[src/rtl/lib_cmps_from_pow2_if.sv]
// Beat-in / frame-out handshake bundle for the one-hot recomposer.
// The slave side is the recomposer; the master side feeds beats and takes results.
interface lib_cmps_from_pow2_if #(
   parameter int WIDTH = 16,
   parameter int CW    = 5
);
   logic [WIDTH-1:0] onehot_i;
   logic             vld_i;
   logic             last_i;
   logic             rdy_o;
   logic [WIDTH-1:0] vect_o;
   logic [CW-1:0]    cnt_o;
   logic [2:0]       err_o;
   logic             vld_o;
   logic             rdy_i;

   modport slave (
      input  onehot_i, vld_i, last_i, rdy_i,
      output rdy_o, vect_o, cnt_o, err_o, vld_o
   );

   modport master (
      output onehot_i, vld_i, last_i, rdy_i,
      input  rdy_o, vect_o, cnt_o, err_o, vld_o
   );
endinterface

[src/rtl/lib_cmps_from_pow2.sv]
// Serial recomposer: ORs a frame of one-hot beats into a WIDTH-bit word,
// checking form, bit order and beat count, then hands the word off.
module lib_cmps_from_pow2 #(
   parameter int WIDTH   = 16,
   parameter int LSB_MSB = 0,
   parameter int CNT_MAX = WIDTH,
   parameter int CW      = $clog2(CNT_MAX + 1)
) (
   input logic                 clk,
   input logic                 rst,
   lib_cmps_from_pow2_if.slave bus
);

   typedef enum logic {ACC, HOLD} state_t;

   state_t           state, state_nxt;
   logic             rdy_q;
   logic [WIDTH-1:0] acc, acc_nxt;
   logic [CW-1:0]    cnt, cnt_nxt;
   logic [2:0]       err, err_nxt;

   logic             accept;
   logic             cnt_full;
   logic             multi_hot;
   logic [WIDTH-1:0] order_mask;

   assign accept    = bus.vld_i & rdy_q;
   assign cnt_full  = (cnt == CW'(CNT_MAX));
   assign multi_hot = (bus.onehot_i & (bus.onehot_i - WIDTH'(1))) != '0;
   // Mask of positions an already-set bit must not occupy for this beat to be in order.
   assign order_mask = (LSB_MSB == 0) ? ~(bus.onehot_i - WIDTH'(1))
                                      : ((bus.onehot_i << 1) - WIDTH'(1));

   always_comb begin
      state_nxt = state;
      acc_nxt   = acc;
      cnt_nxt   = cnt;
      err_nxt   = err;
      case (state)
         ACC: begin
            if (accept) begin
               if (cnt_full) begin
                  err_nxt[2] = 1'b1;
               end else begin
                  cnt_nxt = cnt + CW'(1);
                  if (bus.onehot_i == '0) begin
                     // bypass beat: counted only
                  end else if (multi_hot) begin
                     err_nxt[0] = 1'b1;
                  end else begin
                     if ((acc & order_mask) != '0) err_nxt[1] = 1'b1;
                     acc_nxt = acc | bus.onehot_i;
                  end
               end
               if (bus.last_i) state_nxt = HOLD;
            end
         end
         HOLD: begin
            if (bus.rdy_i) begin
               state_nxt = ACC;
               acc_nxt   = '0;
               cnt_nxt   = '0;
               err_nxt   = '0;
            end
         end
         default: state_nxt = ACC;
      endcase
   end

   always_ff @(posedge clk) begin
      if (rst) begin
         state <= ACC;
         rdy_q <= 1'b0;
         acc   <= '0;
         cnt   <= '0;
         err   <= '0;
      end else begin
         state <= state_nxt;
         rdy_q <= (state_nxt == ACC);
         acc   <= acc_nxt;
         cnt   <= cnt_nxt;
         err   <= err_nxt;
      end
   end

   assign bus.rdy_o  = rdy_q;
   assign bus.vld_o  = (state == HOLD);
   assign bus.vect_o = (state == HOLD) ? acc : '0;
   assign bus.cnt_o  = (state == HOLD) ? cnt : '0;
   assign bus.err_o  = (state == HOLD) ? err : '0;

endmodule

[src/flat_wrapper.sv]
// flat-port wrapper written by rule: the top's interface ports become plain ports
module lib_cmps_from_pow2_flat 
#(
   parameter int WIDTH   = 16,
   parameter int LSB_MSB = 0,
   parameter int CNT_MAX = WIDTH,
   parameter int CW      = $clog2(CNT_MAX + 1)
)
  (clk, rst, bus_onehot_i, bus_vld_i, bus_last_i, bus_rdy_i, bus_rdy_o, bus_vect_o, bus_cnt_o, bus_err_o, bus_vld_o);
  lib_cmps_from_pow2_if #(.WIDTH(WIDTH), .CW(CW)) bus_i ();
  input logic clk;
  input logic rst;
  input wire logic [$bits(bus_i.onehot_i)-1:0] bus_onehot_i;
  input wire logic [$bits(bus_i.vld_i)-1:0] bus_vld_i;
  input wire logic [$bits(bus_i.last_i)-1:0] bus_last_i;
  input wire logic [$bits(bus_i.rdy_i)-1:0] bus_rdy_i;
  output wire logic [$bits(bus_i.rdy_o)-1:0] bus_rdy_o;
  output wire logic [$bits(bus_i.vect_o)-1:0] bus_vect_o;
  output wire logic [$bits(bus_i.cnt_o)-1:0] bus_cnt_o;
  output wire logic [$bits(bus_i.err_o)-1:0] bus_err_o;
  output wire logic [$bits(bus_i.vld_o)-1:0] bus_vld_o;
  assign bus_i.onehot_i = bus_onehot_i;
  assign bus_i.vld_i = bus_vld_i;
  assign bus_i.last_i = bus_last_i;
  assign bus_i.rdy_i = bus_rdy_i;
  assign bus_rdy_o = bus_i.rdy_o;
  assign bus_vect_o = bus_i.vect_o;
  assign bus_cnt_o = bus_i.cnt_o;
  assign bus_err_o = bus_i.err_o;
  assign bus_vld_o = bus_i.vld_o;
  lib_cmps_from_pow2 #(.WIDTH(WIDTH), .LSB_MSB(LSB_MSB), .CNT_MAX(CNT_MAX), .CW(CW)) u_core (.clk(clk), .rst(rst), .bus(bus_i));
endmodule
[config.mk]
export PLATFORM = sky130hd
export DESIGN_NAME = lib_cmps_from_pow2_flat
export DESIGN_NICKNAME = d
export VERILOG_FILES = /design/src/rtl/lib_cmps_from_pow2_if.sv /design/src/rtl/lib_cmps_from_pow2.sv /design/src/flat_wrapper.sv
export SDC_FILE = /design/constraint.sdc
export NUM_CORES = 1
export LEC_CHECK = 0
export BUFFER_PORTS_ARGS = -buffer_cell sky130_fd_sc_hd__buf_2
export CAP_MARGIN = 15
export CORE_MARGIN = 5
export CORE_UTILIZATION = 56
export DETAILED_ROUTE_END_ITERATION = 16
export PLACE_DENSITY = 0.85
export RECOVER_POWER = 100
export SLEW_MARGIN = 20
export SYNTH_ARGS = -nofsm -noshare
export SYNTH_HDL_FRONTEND = slang
export SYNTH_SLANG_ARGS = --single-unit
export TNS_END_PERCENT = 10
[constraint.sdc]
create_clock -name clk -period 7.3 [get_ports clk]
set_input_delay 0.73 -clock clk [delete_from_list [all_inputs] [get_ports clk]]
set_output_delay 0.73 -clock clk [all_outputs]
set_load 0.1 [all_outputs]
==> results by group <==
Synthesis
  • Library cells used by synthesis: 42
  • Register area share after synthesis: 31.0%
  • Asr flop ratio synth: 0%
  • Syn nets: 226
  • FF+latch count, synth: 26
  • Post-Syn Area: 0.00168 sq mm
  • Synthesis Warnings: 0
  • Number of synthesized flops with an enable pin: 0
  • Cells after synthesis: 187
  • Top_reg_cell synth: dfxtp_1
  • Synth Area per Inst: 8.99 sq um

Route
  • Total iterations of the first detailed-routing run: 4
  • Vias: 1536
  • Detail Route Antenna Nets: 0
  • Drc violations: 0
  • Iter 0 DRT Violations: 69
  • DR vias/cell: 5.93
  • Wirelength, routed: 4.07 mm
  • Routed length per placed instance: 15.7 microns

Timing
  • Number of hold violations in the final report: 0
  • Hold slack: 462 ps
  • Max frequency: 265 MHz
  • Final period util: 51.7%
  • Slew headroom: -27.9%
  • RSZ-0062 raised after global routing: no
  • Worst-Margin Slew: 1900 ps
  • Clk_skew: 5.67 ps
  • Count of pins over their slew limit: 20
  • Min cycle time layout: 3770 ps
  • Setup TNS: 0 ps
  • Setup-failing EPs final: 0

Outcome
  • Failing checks: capacitance limit, slew limit
  • Status: finished with violations

GRT
  • Largest net degree at the start of global routing: 34
  • Vias in the first global route: 1431
  • Gr ovfl total: 0
  • Total global-route track usage: 20.1%
  • Initial antenna violation count: 0
  • Global-route wire length before repair: 6.79 mm

Critical path
  • Slowest cell on crit path: and4_1
  • Crit path cell chain: clkbuf_1 -> inv_1 -> ha_1 -> nor3b_1 -> nand3_2 -> or3_1 -> or3_1 -> ha_1 -> nor4_1 -> and4_1 -> o211ai_1 -> a221oi_1
  • Crit path launch type: primary input
  • Critical path fanouts, max: 15
  • WS Path Type: in2reg
  • CP peak stage delay: 590 ps
  • WP data arrival: 4020 ps
  • Setup crit end kind: flop
  • CP Data Required Time: 7540 ps

Clock network
  • H-tree depth: 1
  • Clock sinks: 26
  • Total CTS buffers: 3
  • Total of cells resized after clock tree synthesis: 0
  • Clk_lat worst skew: 330 ps
  • Hold_buf cts: 0
  • CTS tree: done
  • Clock transition at path regs: 150 ps
  • Max Buffers Root-to-Sink: 2
  • Root Buffer: clkbuf_4
  • Post-CTS Setup Bufs: 0

Die
  • Die ar.: 0.00420 sq mm
  • Num rows: 19
  • Die width: 64.8 microns
  • I/O Pins: 47
  • Starting Density: 59.4%
  • Core Area: 0.00283 sq mm
  • Die Height: 64.8 microns

Power
  • Pwr Total: 285 uW
  • Pwr/cell area: 151 mW/mm^2
  • P_leak: 0.000706 uW
  • VDD IR max: 0.0944 mV

Cells and area
  • Synth-to-Final Area Change: 12.4%
  • Share of layout cells above drive strength 1: 12.7%
  • Ant. Diodes: 0
  • Fillcell total: 260
  • Nets@finish: 268
  • Final instance area: 0.00189 sq mm

Place
  • Port bufs: 46
  • Final Wtd Congestion: 0.823
  • Dpl cell area: 0.00191 sq mm
  • Post-detail-place hpwl: 2.93 mm

Hold path
  • Worst Hold Class: reg2reg

Flow run
  • Max-cap check violation count: 1
-- synth_stat cells (2+ instances only) --
library cell / instances / area share, %
dfxtp_1: 26 / 31
a22o_1: 3 / 1.6
a221oi_1: 4 / 2.1
and4_1: 2 / 1.0
clkbuf_1: 6 / 1.3
xor2_1: 2 / 1.0
nand3b_1: 2 / 0.89
ha_1: 18 / 13
nand2_1: 5 / 1.1
nor2b_1: 2 / 0.74
o211ai_1: 2 / 0.89
nor2_1: 22 / 4.9
buf_2: 3 / 0.89
nor3_1: 2 / 0.60
or3_1: 7 / 2.6
or2_2: 2 / 0.74
nand4_1: 2 / 0.74
a32oi_1: 14 / 7.3
a21oi_1: 4 / 1.2
inv_1: 9 / 2.0
nor4_1: 3 / 1.1
and2_1: 26 / 9.7
o31ai_1: 2 / 0.89
-- critical path, delay by kind of cell --
family / cells / cell delay, ps
AOI/OAI and AO/OA: 2 / 660
buffers and inverters: 2 / 200
and+or+nand+nor: 6 / 2070
adders and majority gates: 2 / 360
-- cell families (layout without fill, tap and decap cells) --
family	after synthesis	in the layout	share of synthesized area, %
xor gates and xnor gates	2	2	1.04
adders and majority gates	18	18	13.4
and+or+nand+nor	87	87	32.8
muxes	1	1	0.595
buffers and inverters	18	59	4.24
AOI/OAI and AO/OA	35	35	17.0
DFF	26	26	31.0
-- final cells by class --
class | instances | area [sq um] | share of cell area (%)
Multi-Input combinational cell | 143 | 1050 | 55.5
Timing Repair Buffer | 46 | 196 | 10.4
Sequential cell | 26 | 520 | 27.5
Tap cell | 31 | 38.8 | 2.05
Clock buffer | 3 | 22.5 | 1.19
Inverter | 9 | 33.8 | 1.79
Clock inverter | 1 | 30.0 | 1.59
-- layer usage --
layer	share of wire, %	vias to the layer above	wire [microns]	track usage, %
met5	0	-	0	0
met4	2.4	0	97	7.92
met2	47	52	1910	33.1
met1	44	695	1770	25.9
li1	-	779	-	-
met3	7.0	10	286	3.80
-- path summary, 6_finish.rpt --
check             depth (start not counted)  slack (ps)       startpoint       endpoint
setup / recovery                         12        3530  bus_onehot_i[0]  u_core.err[1]
setup reg to reg                          6        4090    u_core.cnt[0]  u_core.err[1]
hold / removal                            2         460    u_core.err[0]  u_core.err[0]
hold reg to reg                           2         460    u_core.err[0]  u_core.err[0]
-- sequential cells by signal, summed over array words and instances, names as in the netlist --
| register | count |
|---|---|
| u_core.acc | 16 |
| u_core.cnt | 5 |
| u_core.bus.vld_o | 1 |
| u_core.bus.rdy_o | 1 |
| u_core.err | 3 |
-- metrics by stage --
| stage | setup WS, ps | instances | utilization, % |
|---|---|---|---|
| floorplan | 4170 | 187 | - |
| global placement | 3600 | 255 | 67.6 |
| detailed placement | 3510 | 255 | 67.6 |
| CTS | 3810 | 259 | 69.5 |
| global route | 3230 | 259 | 66.8 |
| finish | 3530 | 259 | 66.8 |
-- power breakdown --
group | internal (uW) | total [uW] | switching [uW]
sequential | 144 | 146 | 2.62
clock | 55.5 | 101 | 45.5
combinational | 12.3 | 37.4 | 25.2
-- layout by cell type (no fill, tap or decap), drive strengths merged, types with 3 or more instances in the layout --
cell,synthesis,final
nor2,22,22
a21oi,4,4
clkbuf,6,30
dfxtp,26,26
ha,18,18
nand2,5,5
or3,9,9
nor4,4,4
inv,9,9
and2,26,26
a221oi,4,4
a32oi,14,14
a22o,3,3
nor3,3,3
o211ai,3,3
buf,3,19
Note: power is estimated with default switching activity, not from simulation.
